[src/rtl/i2s_tx_scheduler_if.sv]
// Sample-source handshake bundle: two producers offering L/R pairs to the I2S sequencer.
interface i2s_tx_scheduler_if;
  logic        SRC0_VALID;
  logic [15:0] SRC0_L;
  logic [15:0] SRC0_R;
  logic        SRC0_ACK;
  logic        SRC1_VALID;
  logic [15:0] SRC1_L;
  logic [15:0] SRC1_R;
  logic        SRC1_ACK;

  modport master (
    output SRC0_VALID, SRC0_L, SRC0_R, SRC1_VALID, SRC1_L, SRC1_R,
    input  SRC0_ACK, SRC1_ACK
  );

  modport slave (
    input  SRC0_VALID, SRC0_L, SRC0_R, SRC1_VALID, SRC1_L, SRC1_R,
    output SRC0_ACK, SRC1_ACK
  );
endinterface

[src/rtl/i2s_tx_scheduler.sv]
// Master-mode I2S transmitter: derives BCLK/WCLK from MCLK, serialises 16-bit L/R
// pairs and arbitrates one of two sources per frame with fallback and underrun count.
module i2s_tx_scheduler #(
  parameter int unsigned MCLK_PER_BCLK = 4,
  parameter int unsigned SLOT_BCLKS    = 32
) (
  input  logic                      AUDIO_MCLK,
  input  logic                      RESET,
  input  logic                      ENABLE,
  input  logic                      SRC_SEL,
  i2s_tx_scheduler_if.slave         SRC,
  output logic                      AUDIO_BCLK,
  output logic                      AUDIO_WCLK,
  output logic                      SDATA_OUT,
  output logic                      FRAME_START,
  output logic                      GRANT,
  output logic                      UNDERRUN,
  output logic [7:0]                UNDERRUN_CNT,
  output logic                      BUSY
);
  localparam int unsigned DIV_W = $clog2(MCLK_PER_BCLK);
  localparam int unsigned BIT_W = $clog2(SLOT_BCLKS);

  typedef enum logic [1:0] {S_IDLE, S_RUN, S_DRAIN} state_t;

  state_t             r_state, w_state_nxt;
  logic [DIV_W-1:0]   r_div;
  logic [BIT_W-1:0]   r_bit;
  logic               r_wclk;
  logic [15:0]        r_held_l, r_held_r;
  logic               r_grant;
  logic [7:0]         r_ucnt;

  logic               w_bit_tick, w_frame_end, w_load, w_run;
  logic               w_pref_valid, w_alt_valid, w_any, w_pick;
  logic [15:0]        w_slot;
  logic [BIT_W-1:0]   w_idx;

  assign w_run        = (r_state != S_IDLE);
  assign w_bit_tick   = (r_div == DIV_W'(MCLK_PER_BCLK - 1));
  assign w_frame_end  = r_wclk && (r_bit == BIT_W'(SLOT_BCLKS - 1)) && w_bit_tick;
  assign w_pref_valid = SRC_SEL ? SRC.SRC1_VALID : SRC.SRC0_VALID;
  assign w_alt_valid  = SRC_SEL ? SRC.SRC0_VALID : SRC.SRC1_VALID;
  assign w_any        = w_pref_valid || w_alt_valid;
  assign w_pick       = w_pref_valid ? SRC_SEL : ~SRC_SEL;

  // Dropping ENABLE mid-frame drains immediately; a drop on the load cycle itself
  // skips the load and drains the following frame.
  always_comb begin
    w_state_nxt = r_state;
    w_load      = 1'b0;
    case (r_state)
      S_IDLE: begin
        if (ENABLE) begin
          w_load      = 1'b1;
          w_state_nxt = S_RUN;
        end
      end
      S_RUN: begin
        if (!ENABLE)          w_state_nxt = S_DRAIN;
        else if (w_frame_end) w_load      = 1'b1;
      end
      S_DRAIN: begin
        if (w_frame_end) w_state_nxt = S_IDLE;
      end
      default: w_state_nxt = S_IDLE;
    endcase
    if (RESET) w_load = 1'b0;
  end

  always_ff @(posedge AUDIO_MCLK) begin
    if (RESET) r_state <= S_IDLE;
    else       r_state <= w_state_nxt;
  end

  always_ff @(posedge AUDIO_MCLK) begin
    if (RESET) begin
      r_div    <= '0;
      r_bit    <= '0;
      r_wclk   <= 1'b0;
      r_held_l <= '0;
      r_held_r <= '0;
      r_grant  <= 1'b0;
      r_ucnt   <= '0;
    end else begin
      if (w_run) begin
        if (w_bit_tick) begin
          r_div <= '0;
          if (r_bit == BIT_W'(SLOT_BCLKS - 1)) begin
            r_bit  <= '0;
            r_wclk <= ~r_wclk;
          end else begin
            r_bit <= r_bit + BIT_W'(1);
          end
        end else begin
          r_div <= r_div + DIV_W'(1);
        end
      end
      if (w_load && w_any) begin
        r_held_l <= w_pick ? SRC.SRC1_L : SRC.SRC0_L;
        r_held_r <= w_pick ? SRC.SRC1_R : SRC.SRC0_R;
        r_grant  <= w_pick;
      end else if (w_load && (r_ucnt != 8'hFF)) begin
        r_ucnt <= r_ucnt + 8'd1;
      end
    end
  end

  assign w_slot = r_wclk ? r_held_r : r_held_l;
  assign w_idx  = BIT_W'(16) - r_bit;

  always_comb begin
    SDATA_OUT = 1'b0;
    if (w_run && (r_bit >= BIT_W'(1)) && (r_bit <= BIT_W'(16)))
      SDATA_OUT = w_slot[w_idx[3:0]];
  end

  assign AUDIO_BCLK   = w_run && (r_div >= DIV_W'(MCLK_PER_BCLK / 2));
  assign AUDIO_WCLK   = r_wclk;
  assign FRAME_START  = w_run && (r_div == '0) && (r_bit == '0) && !r_wclk;
  assign GRANT        = r_grant;
  assign UNDERRUN     = w_load && !w_any;
  assign UNDERRUN_CNT = r_ucnt;
  assign BUSY         = w_run;
  assign SRC.SRC0_ACK = w_load && w_any && !w_pick;
  assign SRC.SRC1_ACK = w_load && w_any && w_pick;
endmodule

[src/flat_wrapper.sv]
// flat-port wrapper written by rule: the top's interface ports become plain ports
module i2s_tx_scheduler_flat 
#(
  parameter int unsigned MCLK_PER_BCLK = 4,
  parameter int unsigned SLOT_BCLKS    = 32
)
  (AUDIO_MCLK, RESET, ENABLE, SRC_SEL, AUDIO_BCLK, AUDIO_WCLK, SDATA_OUT, FRAME_START, GRANT, UNDERRUN, UNDERRUN_CNT, BUSY, SRC_SRC0_VALID, SRC_SRC0_L, SRC_SRC0_R, SRC_SRC1_VALID, SRC_SRC1_L, SRC_SRC1_R, SRC_SRC0_ACK, SRC_SRC1_ACK);
  i2s_tx_scheduler_if SRC_i ();
  input  logic AUDIO_MCLK;
  input  logic RESET;
  input  logic ENABLE;
  input  logic SRC_SEL;
  output logic AUDIO_BCLK;
  output logic AUDIO_WCLK;
  output logic SDATA_OUT;
  output logic FRAME_START;
  output logic GRANT;
  output logic UNDERRUN;
  output logic [7:0] UNDERRUN_CNT;
  output logic BUSY;
  input wire logic [$bits(SRC_i.SRC0_VALID)-1:0] SRC_SRC0_VALID;
  input wire logic [$bits(SRC_i.SRC0_L)-1:0] SRC_SRC0_L;
  input wire logic [$bits(SRC_i.SRC0_R)-1:0] SRC_SRC0_R;
  input wire logic [$bits(SRC_i.SRC1_VALID)-1:0] SRC_SRC1_VALID;
  input wire logic [$bits(SRC_i.SRC1_L)-1:0] SRC_SRC1_L;
  input wire logic [$bits(SRC_i.SRC1_R)-1:0] SRC_SRC1_R;
  output wire logic [$bits(SRC_i.SRC0_ACK)-1:0] SRC_SRC0_ACK;
  output wire logic [$bits(SRC_i.SRC1_ACK)-1:0] SRC_SRC1_ACK;
  assign SRC_i.SRC0_VALID = SRC_SRC0_VALID;
  assign SRC_i.SRC0_L = SRC_SRC0_L;
  assign SRC_i.SRC0_R = SRC_SRC0_R;
  assign SRC_i.SRC1_VALID = SRC_SRC1_VALID;
  assign SRC_i.SRC1_L = SRC_SRC1_L;
  assign SRC_i.SRC1_R = SRC_SRC1_R;
  assign SRC_SRC0_ACK = SRC_i.SRC0_ACK;
  assign SRC_SRC1_ACK = SRC_i.SRC1_ACK;
  i2s_tx_scheduler #(.MCLK_PER_BCLK(MCLK_PER_BCLK), .SLOT_BCLKS(SLOT_BCLKS)) u_core (.AUDIO_MCLK(AUDIO_MCLK), .RESET(RESET), .ENABLE(ENABLE), .SRC_SEL(SRC_SEL), .SRC(SRC_i), .AUDIO_BCLK(AUDIO_BCLK), .AUDIO_WCLK(AUDIO_WCLK), .SDATA_OUT(SDATA_OUT), .FRAME_START(FRAME_START), .GRANT(GRANT), .UNDERRUN(UNDERRUN), .UNDERRUN_CNT(UNDERRUN_CNT), .BUSY(BUSY));
endmodule
[config.mk]
export PLATFORM = sky130hd
export DESIGN_NAME = i2s_tx_scheduler_flat
export DESIGN_NICKNAME = d
export VERILOG_FILES = /design/src/rtl/i2s_tx_scheduler_if.sv /design/src/rtl/i2s_tx_scheduler.sv /design/src/flat_wrapper.sv
export SDC_FILE = /design/constraint.sdc
export NUM_CORES = 1
export LEC_CHECK = 0
export ABC_CLOCK_PERIOD_IN_PS = 4590
export CAP_MARGIN = 20
export CORE_UTILIZATION = 50
export DETAILED_ROUTE_END_ITERATION = 16
export PLACE_DENSITY = 0.84
export SLEW_MARGIN = 25
export SYNTH_ARGS = -nofsm -noshare
export SYNTH_HDL_FRONTEND = slang
export SYNTH_SLANG_ARGS = --single-unit
[constraint.sdc]
create_clock -name AUDIO_MCLK -period 4.59 [get_ports AUDIO_MCLK]
set_input_delay 0.6885 -clock AUDIO_MCLK [delete_from_list [all_inputs] [get_ports AUDIO_MCLK]]
set_output_delay 0.6885 -clock AUDIO_MCLK [all_outputs]
set_load 0.01 [all_outputs]
* After elaboration in Yosys (flattened, before gate mapping)
Cells that the tools add are included.
Storage, ports and cells: register bits 51, logic and storage cells 72, output and inout port bits 17
Operators by class: reduce and logical (&&, ||, !) cells 25, $lt $le $gt $ge 4, add/subtract/negate cells 4, eq/ne operators 8, muxes and demuxes 20, bitwise gates (word level) 3
Operators by type and width (number):
- 16-bit two-way mux | 3
- 1-bit logical AND | 13
- 1-bit two-way mux | 9
- 8-bit by 1-bit adder with 8-bit output, second input constant | 1
- 2-bit two-way mux | 4
- 8-bit inequality test, second input constant | 1
- 2-bit case mux with 3 select lines | 1
- 3-bit AND reduction | 2
- 5-bit by 1-bit adder with 5-bit output, second input constant | 1
- 5-bit equality test, second input constant | 1
- 5-bit by 1-bit greater-or-equal comparator with 1-bit output, second input constant | 1
- 5-bit less-or-equal comparator, second input constant | 1
- 5-bit zero test | 1
- 4-bit by 5-bit less-than comparator with 1-bit output, second input constant | 1
- 5-bit two-way mux | 1
- 1-bit binary-select mux with 4-bit select | 1
- 2-bit equality test, second input constant | 2
- 2-bit zero test | 2
- 2-bit inequality test, second input constant | 2
- 2-bit AND reduction | 2
- 1-bit by 4-bit subtractor with 4-bit output, first input constant | 1
- 1-bit zero test | 3
- 1-bit NOT | 3
- 2-bit by 1-bit adder with 2-bit output, second input constant | 1
- other kinds (6) | 6

* Logic depth before layout (Yosys ltp)
Gate-level depths: netlist of the first run.
word-level depth 10, mapped depth 9

* Least setup slack after synthesis of the first run
No wires, ideal clock.
kind register -> output, start point register u_core.r_bit[0], end point output port SDATA_OUT, path slack 1.394 ns, stages on the path, launching flop included 10, arrival time 2.508 ns, path buffers 2, cells stage by stage dfxtp_1 > buf_2 > inv_1 > ha_1 > buf_1 > mux2i_1 > nand3_1 > o31ai_1 > o31a_1 > a2111oi_0
On the way: word-level cells in the longest chain between the ends 4, elaborated cells between the ends (all ways) 8
Ends and longest elaborated chain:
- start: declaration | RTL line i2s_tx_scheduler.sv:28 | logic [BIT_W-1:0] r_bit;
- start signal: assignment | RTL line i2s_tx_scheduler.sv:93 | r_bit <= r_bit + BIT_W'(1);
- 1-bit by 4-bit subtractor with 4-bit output or 5-bit by 1-bit greater-or-equal comparator with 1-bit output (tied branches) | RTL line i2s_tx_scheduler.sv:110, i2s_tx_scheduler.sv:114
- 1-bit binary-select mux with 4-bit select or 1-bit logical AND (tied branches) | RTL line i2s_tx_scheduler.sv:115, i2s_tx_scheduler.sv:114
- 1-bit two-way mux (implied by the code) or 1-bit logical AND (tied branches) | RTL line i2s_tx_scheduler.sv:115, i2s_tx_scheduler.sv:114
- 1-bit two-way mux * | RTL line i2s_tx_scheduler.sv:114 | if (w_run && (r_bit >= BIT_W'(1)) && (r_bit <= BIT_W'(16)))
- end: declaration | RTL line flat_wrapper.sv:15 | output logic SDATA_OUT;
Mark *: on every way between the ends. The rest lies on a longest branch, timed or not. The select of a mux whose other input is x is not followed.

* Worst setup path after layout of the first run
Ends and elaborated chain as after synthesis.

==> results.py, run 1 <==
metrics = {
    "grt": {
        "antenna_found_initial": 0,
        "grt.total_usage": 0.241,
        "gr-total-overflow": 0,
        "grt_pass1_vias": 2263,
        "grt_max_degree": 65,
        "grt_pass1_wl_microns": 10400,
    },
    "drt": {
        "vias_per_cell": 5.53,
        "dr_wl_met3_microns": 368,
        "drtIter0Drc": 196,
        "top_layer": "met4",
        "drc_errors": 0,
        "vias": 2683,
        "firstDrtPassIters": 4,
        "wirelength_microns": 6790,
        "route.antenna.remaining_nets": 0,
        "met1Wirelength_microns": 3020,
        "wl_per_cell_microns": 14.0,
        "wl_met2_microns": 3310,
    },
    "die": {
        "die_height_microns": 75.7,
        "initial_core_util": 0.525,
        "placementRows": 26,
        "num_io_pins": 87,
        "fp.dieArea_sq_um": 5730,
        "die_w_microns": 75.7,
        "coreArea_sq_um": 5170,
    },
    "layout": {
        "fillers": 408,
        "fin_util": 0.713,
        "final_cell_mix": "85 x clkdlybuf4s50_1, 69 x nand2_1, 51 x nor2_1, 51 x dfxtp_1, 32 x a311oi_1",
        "layout_commonest_cell": "clkdlybuf4s50_1",
        "final_nets": 492,
        "antenna_cells": 0,
        "drive_gt1_frac": 0.0410,
        "area_growth_pct": 35.7,
    },
    "timing": {
        "setup_viol": 0,
        "max-slew-margin-rel": 0.353,
        "finClkSkew_ps": 13.2,
        "maxSlewViolCount": 0,
        "rsz0062_at_grt": "no",
        "worst_pin_slew_ps": 969,
        "fmax_ghz": 0.251,
        "min_period_over_period": 0.867,
        "finalSetupTns_ps": 0,
        "fin_crit_ps": 3980,
        "finalHoldViolCount": 0,
    },
    "clocking": {
        "clk_path_buf_depth": 2,
        "numCtsBuffers": 5,
        "cts_tree": "done",
        "cts_setup_buffers": 0,
        "worstSkewPairLatency_ps": 310,
        "h-tree-depth": 2,
        "cts_root_buf": "clkbuf_8",
        "post_cts_resized": 0,
        "cts_sinks": 51,
        "hold_buffers": 0,
        "clk_pin_slew_ps": 100,
    },
    "synthesis": {
        "synth_ff_type": "dfxtp_1",
        "synth-async-reset-ratio": 0,
        "avgSynthCellArea_sq_um": 7.92,
        "synth_cells": 343,
        "syn_area_sq_um": 2720,
        "synth_edf_count": 0,
        "ys_top_cells_by_area": "dfxtp_1 38%, a311oi_1 10%, nand2_1 9.5%, nor2_1 7.0%, mux2i_1 6.3%",
        "yosysUniqueCellTypes": 41,
        "syn_nets": 421,
        "yosys_warnings": 0,
        "seq_area_frac_synth": 0.376,
        "synth_seq_cells": 51,
        "synth_top_area_frac": 0.376,
        "synth_area_leader_cell": "dfxtp_1",
    },
    "run_status": {
        "outcome": "finished clean",
    },
    "power": {
        "vdd_drop_max_v": 0.000148,
        "p_leak_nw": 1.32,
        "pwr_density_cell_nw_per_um2": 244,
    },
    "worst_hold_path": {
        "hold_class": "flip-flop to flip-flop",
    },
    "setup_path": {
        "crit_required_ps": 3900,
        "arrival_ps": 3290,
        "crit_path_end_kind": "output port",
        "r2r_slack_ps": 1590,
        "critPathLaunchType": "flip-flop",
        "crit_path_max_fanout": 13,
        "critical_path_class": "flip-flop to output port",
    },
    "place": {
        "hpwl_microns": 4750,
        "gp_congestion": 0.863,
        "port_buffers": 86,
    },
    "flow_run": {
        "drv_cap": 0,
    },
}
[through the flow]
stage | power (W) | hold slack (ps) | cells | cell area (sq um) | setup WS [ps]
2_1_floorplan | 0.000569 | 472 | 343 | 2720 | 1390
3_3_place_gp | 0.000656 | 480 | 477 | 3610 | 1050
3_5_place_dp | 0.000659 | 494 | 477 | 3610 | 1040
4_1_cts | 0.000905 | 506 | 485 | 3690 | 677
5_1_grt | 0.000943 | 519 | 485 | 3690 | 384
6_report | 0.000899 | 499 | 485 | 3690 | 609
[power by group]
part	switching, W	internal, W	total, W
Sequential	0.0000148	0.000464	0.000478
Clock	0.000144	0.000107	0.000251
Combinational	0.0000763	0.0000937	0.000170
Total	0.000235	0.000665	0.000899
[cell type report]
| class | instances | area, sq um | share of cell area |
|---|---|---|---|
| multi-input combinational | 257 | 1580 | 0.429 |
| clock buffer | 7 | 76.3 | 0.0207 |
| tap | 70 | 87.6 | 0.0238 |
| sequential | 51 | 1020 | 0.277 |
| clock inverter | 1 | 5.00 | 0.00136 |
| inverter | 10 | 37.5 | 0.0102 |
| timing repair buffer | 89 | 878 | 0.238 |
[registers in the layout, summed over array words and instances, names as in the netlist]
| name | flops |
|---|---|
| u_core.r_held_r | 16 |
| u_core.r_state | 2 |
| u_core.AUDIO_WCLK | 1 |
| u_core.UNDERRUN_CNT | 8 |
| u_core.GRANT | 1 |
| u_core.r_bit | 5 |
| u_core.r_held_l | 16 |
| u_core.r_div | 2 |
[cell usage after synthesis, drive strengths merged (2+ instances only)]
cell,count
nor3,5
a211oi,2
a22oi,2
and4,2
nor2b,4
nand4,6
buf,6
a2111oi,3
nand3,11
ha,8
inv,10
xor2,8
dfxtp,51
and2,3
a31oi,4
nor2,51
a311oi,32
clkbuf,19
a21oi,10
mux2i,17
nand2,70
and3,2
o21ai,3
[cell families (layout without fill, tap and decap cells)]
group / count (synthesis) / in the layout / synth area share
adders and majority gates: 8 / 8 / 0.0369
xor gates and xnor gates: 9 / 9 / 0.0290
AOI/OAI and AO/OA: 60 / 60 / 0.176
DFF: 51 / 51 / 0.376
and+or+nand+nor: 162 / 162 / 0.264
muxes: 18 / 18 / 0.0668
buffers and inverters: 35 / 107 / 0.0511
[worst max-delay path, stage by stage, from the launching register on]
cell	delay, ps
dfxtp_1	540
inv_1	160
ha_1	570
nor2b_1	150
a32o_1	240
a21oi_1	160
a31oi_1	100
a2111oi_0	440
clkdlybuf4s50_1	620
[final timing paths]
kind,from,to,depth (start not counted)
setup / recovery,u_core.r_bit[0],SDATA_OUT,8
setup reg to reg,u_core.r_bit[0],u_core.r_held_r[0],8
hold / removal,u_core.UNDERRUN_CNT[1],u_core.UNDERRUN_CNT[1],2
hold reg to reg,u_core.UNDERRUN_CNT[1],u_core.UNDERRUN_CNT[1],2
[layer usage]
layer,GRT usage,up-vias
li1,-,1359
met1,0.308,1231
met3,0.0463,10
met4,0.0617,0
met5,0,-
met2,0.417,83
(Power assumes the default switching activity.)
==> run 2: changes to the inputs <==
- RECOVER_POWER: default -> 50
==> run 2 against run 1 <==
  * Flip-flop and latch count unchanged
  * First-iteration DRC count fell by 7.7%
  * Largest power group unchanged
  * Largest cell class unchanged
  * Routed wire length is 0.34% higher
  * Sequential power barely moved
==> results.py, run 2 (synthesized netlist as in run 1, its figures left out) <==
metrics = {
    "power": {
        "vdd_drop_max_v": 0.000149,
        "pwr_density_cell_nw_per_um2": 244,
        "power_w": 0.000900,
        "p_leak_nw": 1.36,
    },
    "setup_path": {
        "max_stage_delay_ps": 1080,
        "crit_required_ps": 3900,
        "crit_family": "buffers and inverters",
        "crit_path_max_fanout": 35,
        "reg2reg_depth": 8,
        "r2r_end": "u_core.r_held_l[14]",
        "cp.depth": 6,
        "cp_cell_sequence": "dlygate4sd3_1 > inv_1 > mux2i_4 > clkbuf_1 > and2_1 > clkdlybuf4s50_1",
        "arrival_ps": 3420,
        "critPathLaunchType": "input pin",
        "cp.buffers_inverters": 4,
        "critical_path_class": "input pin to output port",
        "crit_path_end_kind": "output port",
        "cp_slowest_cell": "clkbuf_1",
        "r2r_slack_ps": 1590,
        "worstReg2RegStart": "u_core.r_bit[0]",
    },
    "clocking": {
        "worstSkewPairLatency_ps": 310,
        "cts_sinks": 51,
        "h-tree-depth": 2,
        "clk_path_buf_depth": 2,
        "cts_root_buf": "clkbuf_8",
        "cts_setup_buffers": 0,
        "numCtsBuffers": 5,
        "post_cts_resized": 0,
        "hold_buffers": 0,
        "cts_tree": "done",
        "clk_pin_slew_ps": 80,
    },
    "timing": {
        "setup_viol": 0,
        "finalSetupTns_ps": 0,
        "final.setup.worst_slack_ps": 486,
        "rsz0062_at_grt": "no",
        "finalHoldViolCount": 0,
        "worst_pin_slew_ps": 1470,
        "holdWs_ps": 496,
        "fin_crit_ps": 4100,
        "fmax_ghz": 0.244,
        "finClkSkew_ps": 14.6,
        "maxSlewViolCount": 0,
        "min_period_over_period": 0.894,
        "max-slew-margin-rel": 0.0196,
    },
    "grt": {
        "grt_pass1_vias": 2263,
        "grt_max_degree": 65,
        "grt_pass1_wl_microns": 10400,
        "gr-total-overflow": 0,
        "antenna_found_initial": 0,
        "grt.total_usage": 0.241,
    },
    "worst_hold_path": {
        "hold_depth": 2,
        "hold_class": "flip-flop to flip-flop",
        "timing.hold.worst_endpoint": "u_core.UNDERRUN_CNT[1]",
        "hp-start": "u_core.UNDERRUN_CNT[1]",
    },
    "layout": {
        "final_nets": 492,
        "layout_commonest_cell": "clkdlybuf4s50_1",
        "multiInputGateArea_sq_um": 1580,
        "final_cell_mix": "71 x clkdlybuf4s50_1, 69 x nand2_1, 51 x nor2_1, 51 x dfxtp_1, 32 x a311oi_1",
        "fillers": 409,
        "fin_area_sq_um": 3680,
        "drive_gt1_frac": 0.0361,
        "seq_area_sq_um": 1020,
        "antenna_cells": 0,
        "area_growth_pct": 35.5,
    },
    "drt": {
        "drtIter0Drc": 181,
        "firstDrtPassIters": 4,
        "vias_per_cell": 5.56,
        "wirelength_microns": 6820,
        "drc_errors": 0,
        "vias": 2695,
        "wl_per_cell_microns": 14.1,
        "route.antenna.remaining_nets": 0,
    },
    "place": {
        "port_buffers": 86,
        "gp_congestion": 0.863,
        "hpwl_microns": 4750,
        "dp_worst_setup_slack_ps": 1040,
        "post_dp_cell_area_sq_um": 3610,
    },
    "die": {
        "placementRows": 26,
        "die_w_microns": 75.7,
        "die_height_microns": 75.7,
        "initial_core_util": 0.525,
        "coreArea_sq_um": 5170,
        "fp.dieArea_sq_um": 5730,
        "num_io_pins": 87,
    },
    "flow_run": {
        "drv_cap": 0,
    },
    "run_status": {
        "outcome": "finished clean",
    },
}
-- run 2: cell types whose count changed in the layout (fill, tap and decap cells not counted), sizes merged --
cell	delta
clkbuf	+1
clkdlybuf4s50	-14
dlygate4sd3	+14
buf	-1
-- run 2: worst max-delay path by stage --
stage	from	endpoint	slack [ps]
after detailed placement	RESET	UNDERRUN	1040
after CTS	u_core.r_bit[0]	SDATA_OUT	680
final	SRC_SRC0_VALID	SRC_SRC0_ACK	490
after floorplan	u_core.r_bit[0]	SDATA_OUT	1390
after global placement	u_core.r_bit[0]	SDATA_OUT	1050
after global routing	SRC_SRC0_VALID	SRC_SRC0_ACK	240
-- run 2: stage by stage --
step	utilization	instances
6_report	0.712	485
5_1_grt	0.712	485
4_1_cts	0.713	485
3_5_place_dp	0.697	477
3_3_place_gp	0.697	477
2_1_floorplan	-	343
-- run 2: layer usage --
layer,GRT usage,share of wire
met3,0.0463,0.054
met1,0.308,0.44
met2,0.417,0.49
met4,0.0617,0.015
met5,0,0
-- run 2: worst register-to-register path, stage by stage, from the launching register on --
cell,delay (ps)
dfxtp_1,540
ha_1,260
and3_1,190
ha_1,290
nand3_1,260
a211oi_4,420
buf_4,550
nor2_1,130
a311oi_1,260
-- run 2: area by class of cell --
class	count	area share
sequential	51	0.277
tap	70	0.0238
inverter	10	0.0102
clock inverter	1	0.00136
clock buffer	7	0.0207
timing repair buffer	89	0.238
multi-input combinational	257	0.429
-- run 2: report_power, final --
part	switching (W)	internal [W]	leakage (nW)
Clock	0.000146	0.000107	0.0422
Combinational	0.0000760	0.0000920	0.898
Sequential	0.0000149	0.000464	0.416
Total	0.000237	0.000663	1.36
==> run 3: changes to the inputs <==
- REMOVE_ABC_BUFFERS: default -> 1
==> run 3 against run 2 <==
  * Core utilization rose by 0.41 points
  * Global-route usage rose by 1.3 points
  * Routed wire length up 0.88%
  * Sequential power hardly changed
  * Total power grew 3.1%
  * Flip-flop and latch count did not move
  * Cell area up 0.58%
  * Final cell count is 0.41% higher
  * Sequential share of layout area decreased by 0.16 points
  * Critical path depth is 2 higher
  * Clock skew decreased by 10 ps
  * Largest power group unchanged
  * Highest routed layer unchanged
==> results.py, run 3 (synthesized netlist as in run 1, its figures left out) <==
metrics = {
    "clocking": {
        "numCtsBuffers": 5,
        "cts_root_buf": "clkbuf_8",
        "post_cts_resized": 0,
        "worstSkewPairLatency_ps": 300,
        "h-tree-depth": 2,
        "clk_path_buf_depth": 2,
        "clk_pin_slew_ps": 90,
        "cts_tree": "done",
        "cts_setup_buffers": 0,
        "hold_buffers": 0,
        "cts_sinks": 51,
    },
    "grt": {
        "gr-total-overflow": 0,
        "grt_max_degree": 51,
        "grt.total_usage": 0.254,
        "antenna_found_initial": 0,
        "grt_pass1_wl_microns": 11000,
        "grt_pass1_vias": 2480,
    },
    "die": {
        "placementRows": 26,
        "die_height_microns": 75.7,
        "die_w_microns": 75.7,
        "coreArea_sq_um": 5170,
        "fp.dieArea_sq_um": 5730,
        "num_io_pins": 87,
        "initial_core_util": 0.525,
    },
    "worst_hold_path": {
        "hold_depth": 2,
        "timing.hold.worst_endpoint": "u_core.r_held_l[13]",
        "hold_class": "flip-flop to flip-flop",
        "hp-start": "u_core.r_held_l[13]",
    },
    "timing": {
        "fin_crit_ps": 4090,
        "max-slew-margin-rel": 0.237,
        "fmax_ghz": 0.245,
        "finalSetupTns_ps": 0,
        "maxSlewViolCount": 0,
        "min_period_over_period": 0.891,
        "holdWs_ps": 502,
        "finClkSkew_ps": 4.52,
        "rsz0062_at_grt": "no",
        "setup_viol": 0,
        "finalHoldViolCount": 0,
        "worst_pin_slew_ps": 1110,
    },
    "drt": {
        "wl_met2_microns": 3400,
        "wl_per_cell_microns": 14.1,
        "met1Wirelength_microns": 3060,
        "drc_errors": 0,
        "top_layer": "met4",
        "dr_wl_met3_microns": 295,
        "vias_per_cell": 5.48,
        "vias": 2670,
        "wirelength_microns": 6880,
        "firstDrtPassIters": 4,
        "route.antenna.remaining_nets": 0,
        "drtIter0Drc": 144,
    },
    "flow_run": {
        "drv_cap": 0,
    },
    "setup_path": {
        "reg2reg_depth": 8,
        "critical_path_class": "flip-flop to output port",
        "critPathLaunchType": "flip-flop",
        "r2r_slack_ps": 1500,
        "cp.buffers_inverters": 2,
        "worstReg2RegStart": "u_core.r_bit[0]",
        "cp_slowest_cell": "clkdlybuf4s50_1",
        "arrival_ps": 3400,
        "crit_required_ps": 3900,
        "crit_path_end_kind": "output port",
        "r2r_end": "u_core.r_held_r[3]",
        "cp.depth": 8,
        "crit_path_max_fanout": 13,
        "max_stage_delay_ps": 630,
        "crit_family": "compound AO/OA/AOI/OAI gates",
        "cp_cell_sequence": "inv_1 > ha_1 > nor2b_1 > a32o_1 > a21oi_1 > a31oi_1 > a2111oi_0 > clkdlybuf4s50_1",
    },
    "layout": {
        "area_growth_pct": 36.3,
        "drive_gt1_frac": 0.0408,
        "fillers": 411,
        "layout_commonest_cell": "clkdlybuf4s50_1",
        "final_nets": 494,
        "final_cell_mix": "71 x clkdlybuf4s50_1, 69 x nand2_1, 51 x nor2_1, 51 x dfxtp_1, 32 x a311oi_1",
        "antenna_cells": 0,
        "stdcell_count": 487,
        "fin_util": 0.716,
    },
    "place": {
        "port_buffers": 86,
        "gp_congestion": 0.841,
        "hpwl_microns": 5020,
        "place_inst": 479,
    },
    "power": {
        "p_leak_nw": 1.38,
        "power_w": 0.000927,
        "vdd_drop_max_v": 0.000141,
        "pwr_density_cell_nw_per_um2": 250,
    },
    "run_status": {
        "outcome": "finished clean",
    },
}
run 3: changes by cell type in the layout (fill, tap and decap cells not counted), sizes merged:
cell	delta
buf	+2
clkbuf	+1
clkinv	-1
run 3: worst register-to-register path: stages, from the launching register on:
cell	delay, ps
dfxtp_1	570
ha_1	250
and3_1	160
ha_1	290
nand3_1	260
a211oi_4	630
buf_4	430
nor2_1	90
a311oi_1	310
run 3: worst max-delay path by stage:
stage / start / end / slack (ps)
after floorplan: u_core.r_bit[0] / SRC_SRC0_ACK / -1930
after global placement: u_core.r_bit[0] / SDATA_OUT / 970
after detailed placement: u_core.r_bit[0] / SDATA_OUT / 900
after CTS: u_core.r_bit[0] / SDATA_OUT / 550
after global routing: u_core.r_bit[0] / SDATA_OUT / 260
final: u_core.r_bit[0] / SDATA_OUT / 500
run 3: cell type report:
cell class                 instances  area [sq um]  area share
sequential                        51          1020       0.276
multi-input combinational        257          1570       0.423
tap                               70          87.6      0.0237
timing repair buffer              91           890       0.240
inverter                          10          37.5      0.0101
clock buffer                       8           100      0.0270
run 3: layer usage:
metal,track usage,up-vias
met2,0.443,71
met4,0.0988,0
met3,0.0450,12
met1,0.311,1231
li1,-,1356
met5,0,-
run 3: where the power goes:
| part | switching [W] | internal (W) |
|---|---|---|
| clock | 0.000143 | 0.000138 |
| sequential | 0.0000138 | 0.000463 |
| combinational | 0.0000773 | 0.0000918 |
run 3: metrics by stage:
stage	area, sq um	setup slack [ps]
floorplan	2620	-1930
global placement	3620	974
detailed placement	3620	895
CTS	3720	545
global route	3700	258
finish	3700	502
